File: src/rtl/xgmii_lb_channel.sv
// XGMII loopback channel: programmable-delay circular buffer feeding a
// frame-aware pass/idle/abort state machine with saturating statistics.

module xgmii_lb_lane (
  input  logic [1:0] sel,
  input  logic       inj,
  input  logic [7:0] din,
  input  logic       cin,
  output logic [7:0] dout,
  output logic       cout,
  output logic       term
);
  localparam logic [1:0] SEL_ERR  = 2'd1;
  localparam logic [1:0] SEL_PASS = 2'd2;

  always_comb begin
    dout = 8'h07;
    cout = 1'b1;
    if (sel == SEL_ERR || (sel == SEL_PASS && inj)) begin
      dout = 8'hFE;
    end else if (sel == SEL_PASS) begin
      dout = din;
      cout = cin;
    end
  end

  assign term = cin && (din == 8'hFD);
endmodule

module xgmii_lb_channel #(
  parameter  int LANES     = 8,
  parameter  int MAX_DELAY = 16,
  parameter  int CNT_W     = 32,
  localparam int DW        = $clog2(MAX_DELAY + 1)
) (
  input  logic               clk_156m25,
  input  logic               reset_156m25_n,
  input  logic [LANES*8-1:0] xgmii_txd,
  input  logic [LANES-1:0]   xgmii_txc,
  input  logic               cfg_mode,
  input  logic [DW-1:0]      cfg_delay,
  input  logic               err_inject,
  output logic [LANES*8-1:0] xgmii_rxd,
  output logic [LANES-1:0]   xgmii_rxc,
  output logic [CNT_W-1:0]   frame_cnt,
  output logic [CNT_W-1:0]   err_cnt,
  output logic               busy
);
  localparam int            DEPTH    = MAX_DELAY + 1;
  localparam logic [DW-1:0] DMAX     = DW'(MAX_DELAY);
  localparam logic [1:0]    SEL_IDLE = 2'd0;
  localparam logic [1:0]    SEL_ERR  = 2'd1;
  localparam logic [1:0]    SEL_PASS = 2'd2;

  typedef struct packed {
    logic [LANES-1:0][7:0] d;
    logic [LANES-1:0]      c;
  } xword_t;

  typedef enum logic [2:0] {FILL, HUNT, PASS, ABORT, BLOCK} state_t;

  xword_t                mem [DEPTH];
  xword_t                wr_word, dword;
  logic [DW-1:0]         wptr, rptr, lat_dly, dly, cfg_clamp, fill_cnt;
  logic                  armed, chg, in_frame, in_frame_nx, pending, pending_nx;
  logic                  a2f, a2f_nx, inj, is_start, term_any, err_inc, frm_inc;
  state_t                state, state_nx;
  logic [1:0]            sel;
  logic [LANES-1:0][7:0] lane_d;
  logic [LANES-1:0]      lane_c, lane_t;

  assign wr_word   = {xgmii_txd, xgmii_txc};
  assign cfg_clamp = (cfg_delay > DMAX) ? DMAX : cfg_delay;
  // Until the first edge after reset the live (clamped) delay is used, which
  // is how the delay gets sampled at reset release.
  assign dly       = armed ? lat_dly : cfg_clamp;
  assign chg       = armed && (cfg_clamp != lat_dly);
  assign rptr      = (wptr >= dly) ? wptr - dly : wptr + DW'(DEPTH) - dly;
  // Zero delay reads the slot being written this cycle, so bypass the RAM.
  assign dword     = (dly == '0) ? wr_word : mem[rptr];
  assign is_start  = dword.c[0] && (dword.d[0] == 8'hFB);
  assign term_any  = |lane_t;
  assign busy      = (state != PASS);

  for (genvar g = 0; g < LANES; g++) begin : g_lane
    xgmii_lb_lane u_lane (
      .sel  (sel),
      .inj  ((g == 0) ? inj : 1'b0),
      .din  (dword.d[g]),
      .cin  (dword.c[g]),
      .dout (lane_d[g]),
      .cout (lane_c[g]),
      .term (lane_t[g])
    );
  end

  always_comb begin
    state_nx    = state;
    sel         = SEL_IDLE;
    inj         = 1'b0;
    in_frame_nx = in_frame;
    a2f_nx      = a2f;
    case (state)
      FILL: begin
        if (chg)                  state_nx = FILL;
        else if (fill_cnt == dly) state_nx = cfg_mode ? BLOCK : HUNT;
      end
      HUNT: begin
        if (chg)           state_nx = FILL;
        else if (cfg_mode) state_nx = BLOCK;
        else if (is_start) begin
          sel         = SEL_PASS;
          state_nx    = PASS;
          in_frame_nx = 1'b1;
        end
      end
      PASS: begin
        if (chg || cfg_mode) begin
          // Mid-frame exit: the current word still goes out untouched, the
          // abort word follows; any pending inject is dropped.
          if (in_frame) begin
            sel      = SEL_PASS;
            state_nx = ABORT;
            a2f_nx   = chg;
          end else begin
            state_nx = chg ? FILL : BLOCK;
          end
        end else begin
          sel = SEL_PASS;
          inj = pending && in_frame && !dword.c[0];
          if (term_any)      in_frame_nx = 1'b0;
          else if (is_start) in_frame_nx = 1'b1;
        end
      end
      ABORT: begin
        sel      = SEL_ERR;
        state_nx = (chg || a2f) ? FILL : BLOCK;
      end
      BLOCK: begin
        if (chg)           state_nx = FILL;
        else if (!cfg_mode) state_nx = HUNT;
      end
      default: state_nx = FILL;
    endcase
    if (state_nx != PASS) in_frame_nx = 1'b0;
    if (state_nx != ABORT) a2f_nx = 1'b0;
  end

  always_comb begin
    pending_nx = pending;
    if (inj || (state == PASS && state_nx != PASS)) pending_nx = 1'b0;
    else if (err_inject)                            pending_nx = 1'b1;
  end

  assign err_inc = (state == ABORT) || inj;
  assign frm_inc = lane_c[0] && (lane_d[0] == 8'hFB);

  always_ff @(posedge clk_156m25) begin
    mem[wptr] <= wr_word;
  end

  always_ff @(posedge clk_156m25 or negedge reset_156m25_n) begin
    if (!reset_156m25_n) begin
      state     <= FILL;
      armed     <= 1'b0;
      lat_dly   <= '0;
      wptr      <= '0;
      fill_cnt  <= '0;
      in_frame  <= 1'b0;
      pending   <= 1'b0;
      a2f       <= 1'b0;
      frame_cnt <= '0;
      err_cnt   <= '0;
      xgmii_rxd <= {LANES{8'h07}};
      xgmii_rxc <= '1;
    end else begin
      state    <= state_nx;
      armed    <= 1'b1;
      if (!armed || chg) lat_dly <= cfg_clamp;
      wptr     <= (wptr == DMAX) ? '0 : wptr + 1'b1;
      fill_cnt <= (state != FILL || chg) ? '0 : fill_cnt + 1'b1;
      in_frame <= in_frame_nx;
      pending  <= pending_nx;
      a2f      <= a2f_nx;
      if (frm_inc && frame_cnt != '1) frame_cnt <= frame_cnt + 1'b1;
      if (err_inc && err_cnt != '1)   err_cnt   <= err_cnt + 1'b1;
      xgmii_rxd <= lane_d;
      xgmii_rxc <= lane_c;
    end
  end
endmodule

File: config.mk
export PLATFORM = sky130hd
export DESIGN_NAME = xgmii_lb_channel
export DESIGN_NICKNAME = d
export VERILOG_FILES = /design/src/rtl/xgmii_lb_channel.sv
export SDC_FILE = /design/constraint.sdc
export NUM_CORES = 2
export LEC_CHECK = 0
export BUFFER_PORTS_ARGS = -buffer_cell sky130_fd_sc_hd__buf_2
export CAP_MARGIN = 20
export CELL_PAD_IN_SITES_DETAIL_PLACEMENT = 1
export CELL_PAD_IN_SITES_GLOBAL_PLACEMENT = 2
export CORE_ASPECT_RATIO = 1.25
export CORE_UTILIZATION = 49
export CTS_CLUSTER_DIAMETER = 200
export CTS_CLUSTER_SIZE = 25
export DETAILED_ROUTE_END_ITERATION = 8
export GPL_ROUTABILITY_DRIVEN = 0
export PLACE_DENSITY = 0.95
export SYNTH_ARGS = -nofsm -noshare
export SYNTH_HDL_FRONTEND = slang
export SYNTH_SLANG_ARGS = --single-unit
File: constraint.sdc
create_clock -name clk_156m25 -period 12.4 [get_ports clk_156m25]
set_input_delay 1.24 -clock clk_156m25 [delete_from_list [all_inputs] [get_ports clk_156m25]]
set_output_delay 1.24 -clock clk_156m25 [all_outputs]
set_load 0.1 [all_outputs]
==> out/metrics.csv <==
stage;metric;value;unit
run_status;status;completed;
yosys;synthTopCellsByCount;edfxtp_1, nand2_1, mux2i_1;
drt;via_count;41200;
drt;viasPerCell;6.92;
global_routing;grt_pass1_wl;295000;µm
worst_setup_path;path_class;in -> reg;
clock_network;cts.reportedPaths.clkPinSlew;0.10;ns
yosys;synth-xor-area-share;1.19;%
worst_setup_path;cp.arrival;8.77;ns
timing;fin_worst_skew;0.0391;ns
worst_setup_path;worstReg2RegStart;armed$_DFF_PN0_;
worst_setup_path;startpoint_type;primary input;
clock_network;htreeDepth;2;
clock_network;clock_sinks;1382;
clock_network;cts_tree;done;
drt;wire_per_inst;34.7;µm
timing;worst_pin_slew;1.20;ns
clock_network;cts_setup_buffers;0;
flow_run;drv_cap;0;
hold_path;hold_class;in -> async;
global_routing;antenna_found_initial;26;
timing;setup_viol;0;
yosys;synthAdderAreaFrac;0.519;%
placement;io_buffers;217;
floorplanning;initial_utilization;49.4;%
worst_setup_path;worstSetupPathDepth;19;
yosys;yosysSeqAreaShare;68.7;%
timing;final-hold-violation-count;0;
timing;whs;0.450;ns
worst_setup_path;critPathCaptureType;flop;
clock_network;cts.hold.buffers_added;0;
yosys;ys_types;104;
drt;drtIter0Drc;5719;
yosys;synthMuxAreaShare;8.29;%
global_routing;grt_usage;33.2;%
yosys;syn_nets;4278;
worst_setup_path;reg2reg_setup_slack;4.29;ns
timing;drv_slew;0;
yosys;synth_area_leaders;edfxtp_1, dfrtp_1, mux2i_1;
yosys;syn_area_per_cell;14.2;µm²
placement;post-place-cells;5817;
finish;nNetsFinal;4401;
finish;fillCellCount;11700;
finish;utilization;53.6;%
power;ir_drop;0.000119;V
worst_setup_path;cp_max_fo;67;
yosys;synthCells;4177;
clock_network;ctsResizeCount;0;
clock_network;cts_buffers;61;
yosys;ys_seq_elements;1382;
yosys;synth_top_family_by_area;compound AO/OA/AOI/OAI gates;
worst_setup_path;reg2reg_to;in_frame$_DFFE_PN0P_;
floorplanning;pin_count;218;
timing;setup_tns;0;ns
clock_network;clk_latency;0.76;ns
power;power_density;145;mW/mm²
yosys;ys.flop_type;edfxtp_1;
finish;multi_input_area;0.0176;mm²
timing;rsz0062_at_grt;no;
worst_setup_path;worstPathBufferInverterCount;5;
global_routing;grt_pass1_vias;42400;
floorplanning;dieArea;0.122;mm²
global_routing;overflow;0;
worst_setup_path;reg2reg_depth;17;
timing;timing.fmax;123;MHz
floorplanning;core;0.120;mm²
placement;dp_hpwl;123000;µm
worst_setup_path;required;13.05;ns
yosys;yosysTopAreaCellShare;62.0;%
yosys;yosysMostFrequentCell;edfxtp_1;
finish;area_growth;8.38;%
drt;ant_nets;0;
power;p_leak;0.0221;µW
worst_setup_path;slowest_stage;nor4_1;
worst_setup_path;crit_chain;buf_2 > nor2b_1 > mux2i_1 > inv_2 > ha_4 > buf_4 > o211ai_4 > nand2_4 > buf_4 > buf_4 > nand2_1 > a32oi_1 > nor2_1 > nor4_1 > and4b_1 > nand4_1 > o211ai_1 > o31ai_1 > and3_1;
finish;seq_area;0.0407;mm²
clock_network;cts_buffer_depth;3;
floorplanning;die_width;313;µm
yosys;yosys.area_share.simple;9.56;%
worst_setup_path;crit_path_frequent_cell;buf_4;
yosys;synth_edf_count;1224;
yosys;async_reset_ff_share;11.4;%
drt;first_pass_iters;6;
finish;finalNonFillerCells;5950;
drt;wl;206000;µm
yosys;synth_top_area_cell;edfxtp_1;
worst_setup_path;crit_end;in_frame$_DFFE_PN0P_;
clock_network;clockRootBuffer;clkbuf_16;
yosys;synth_area;0.0593;mm²
drt;drc;0;
yosys;yosys_warnings;0;
worst_setup_path;slowest_delay;1.01;ns
floorplanning;die_y;391;µm
worst_setup_path;setup.worst_path.start;cfg_delay[4];
timing;fin_crit;8.11;ns
timing;fin_crit_sh;65.4;%
timing;maxSlewHeadroom;19.3;%
global_routing;grt_max_degree;154;
yosys;synth_compound_area_share;9.57;%
floorplanning;rows;142;
finish;drive_above_1_share;14.3;%
worst_setup_path;crit_family;simple AND/OR/NAND/NOR gates;
==> layout make-up <==
| class | count | share of cell area, % |
|---|---|---|
| tap | 1584 | 3.08 |
| clock inverter | 4 | 0.123 |
| antenna | 13 | 0.0506 |
| timing repair buffer | 337 | 3.20 |
| clock buffer | 112 | 2.67 |
| sequential | 1382 | 63.4 |
| multi-input combinational | 2496 | 27.3 |
| inverter | 22 | 0.129 |
==> cells in the final DEF (no fill, tap or decap), drive strengths merged, types with 9 or more instances in the layout <==
| cell type | instances |
|---|---|
| edfxtp | 1224 |
| nand2 | 559 |
| buf | 335 |
| mux2i | 285 |
| a21oi | 176 |
| nand3 | 140 |
| nor2 | 134 |
| dfrtp | 126 |
| a211oi | 121 |
| clkbuf | 114 |
| o21ai | 109 |
| and3 | 78 |
| mux4 | 78 |
| a32oi | 78 |
| nor3 | 75 |
| o22ai | 62 |
| xnor2 | 53 |
| nor2b | 49 |
| a31oi | 43 |
| nand4 | 33 |
| dfstp | 32 |
| xor2 | 27 |
| mux2 | 27 |
| o211ai | 25 |
| inv | 25 |
| a221oi | 24 |
| or3 | 24 |
| and2 | 23 |
| nor4 | 22 |
| a22oi | 21 |
| o221ai | 17 |
| ha | 17 |
| nand2b | 15 |
| a211o | 15 |
| diode | 13 |
| a32o | 13 |
| a2111oi | 12 |
| and4 | 11 |
| or4 | 10 |
| o31ai | 9 |
==> stage by stage <==
stage          setup WS [ns]  total power [µW]  area, µm²
6_report                4.29              9330      64300
5_1_grt                 3.77              9480      64200
4_1_cts                 4.16              9250      64200
3_5_place_dp            3.41              6900      62400
3_3_place_gp            3.70              6840      62300
2_1_floorplan           6.01              6140      59300
==> cell families after synthesis <==
kind of cell,after synthesis
DFF,1382
and+or+nand+nor,1197
xor gates and xnor gates,80
buffers and inverters,299
other,1
adders and majority gates,23
muxes,390
AOI/OAI and AO/OA,805
==> where the power goes <==
part           internal (µW)  switching (µW)  leakage, µW
Sequential              5080            13.3       0.0132
Combinational            502            1290      0.00807
Clock                    955            1490     0.000848
==> sequential cells by signal, indices dropped and copies added (netlist names), 3 cells and up <==
register	cells
state	3
err_cnt	32
fill_cnt	5
xgmii_rxc	8
frame_cnt	32
lat_dly	5
xgmii_rxd	64
mem	1224
wptr	5
==> worst min-delay path by stage <==
stage	start	endpoint	cells past startpoint
3_3_place_gp	err_cnt[24]$_DFFE_PN0P_	err_cnt[24]$_DFFE_PN0P_	1
5_1_grt	reset_156m25_n	frame_cnt[28]$_DFFE_PN0P_	1
4_1_cts	reset_156m25_n	frame_cnt[28]$_DFFE_PN0P_	1
6_report	reset_156m25_n	frame_cnt[28]$_DFFE_PN0P_	1
3_5_place_dp	err_cnt[6]$_DFFE_PN0P_	err_cnt[6]$_DFFE_PN0P_	1
2_1_floorplan	fill_cnt[0]$_DFF_PN0_	fill_cnt[0]$_DFF_PN0_	1
==> layer usage <==
layer  part of all wire, %  track usage [%]
met1                    35             41.8
met2                    47             53.4
met4                   6.8             19.6
met3                    11             6.47
met5                 0.061                0
No activity file was read; power rests on OpenSTA's default activity.
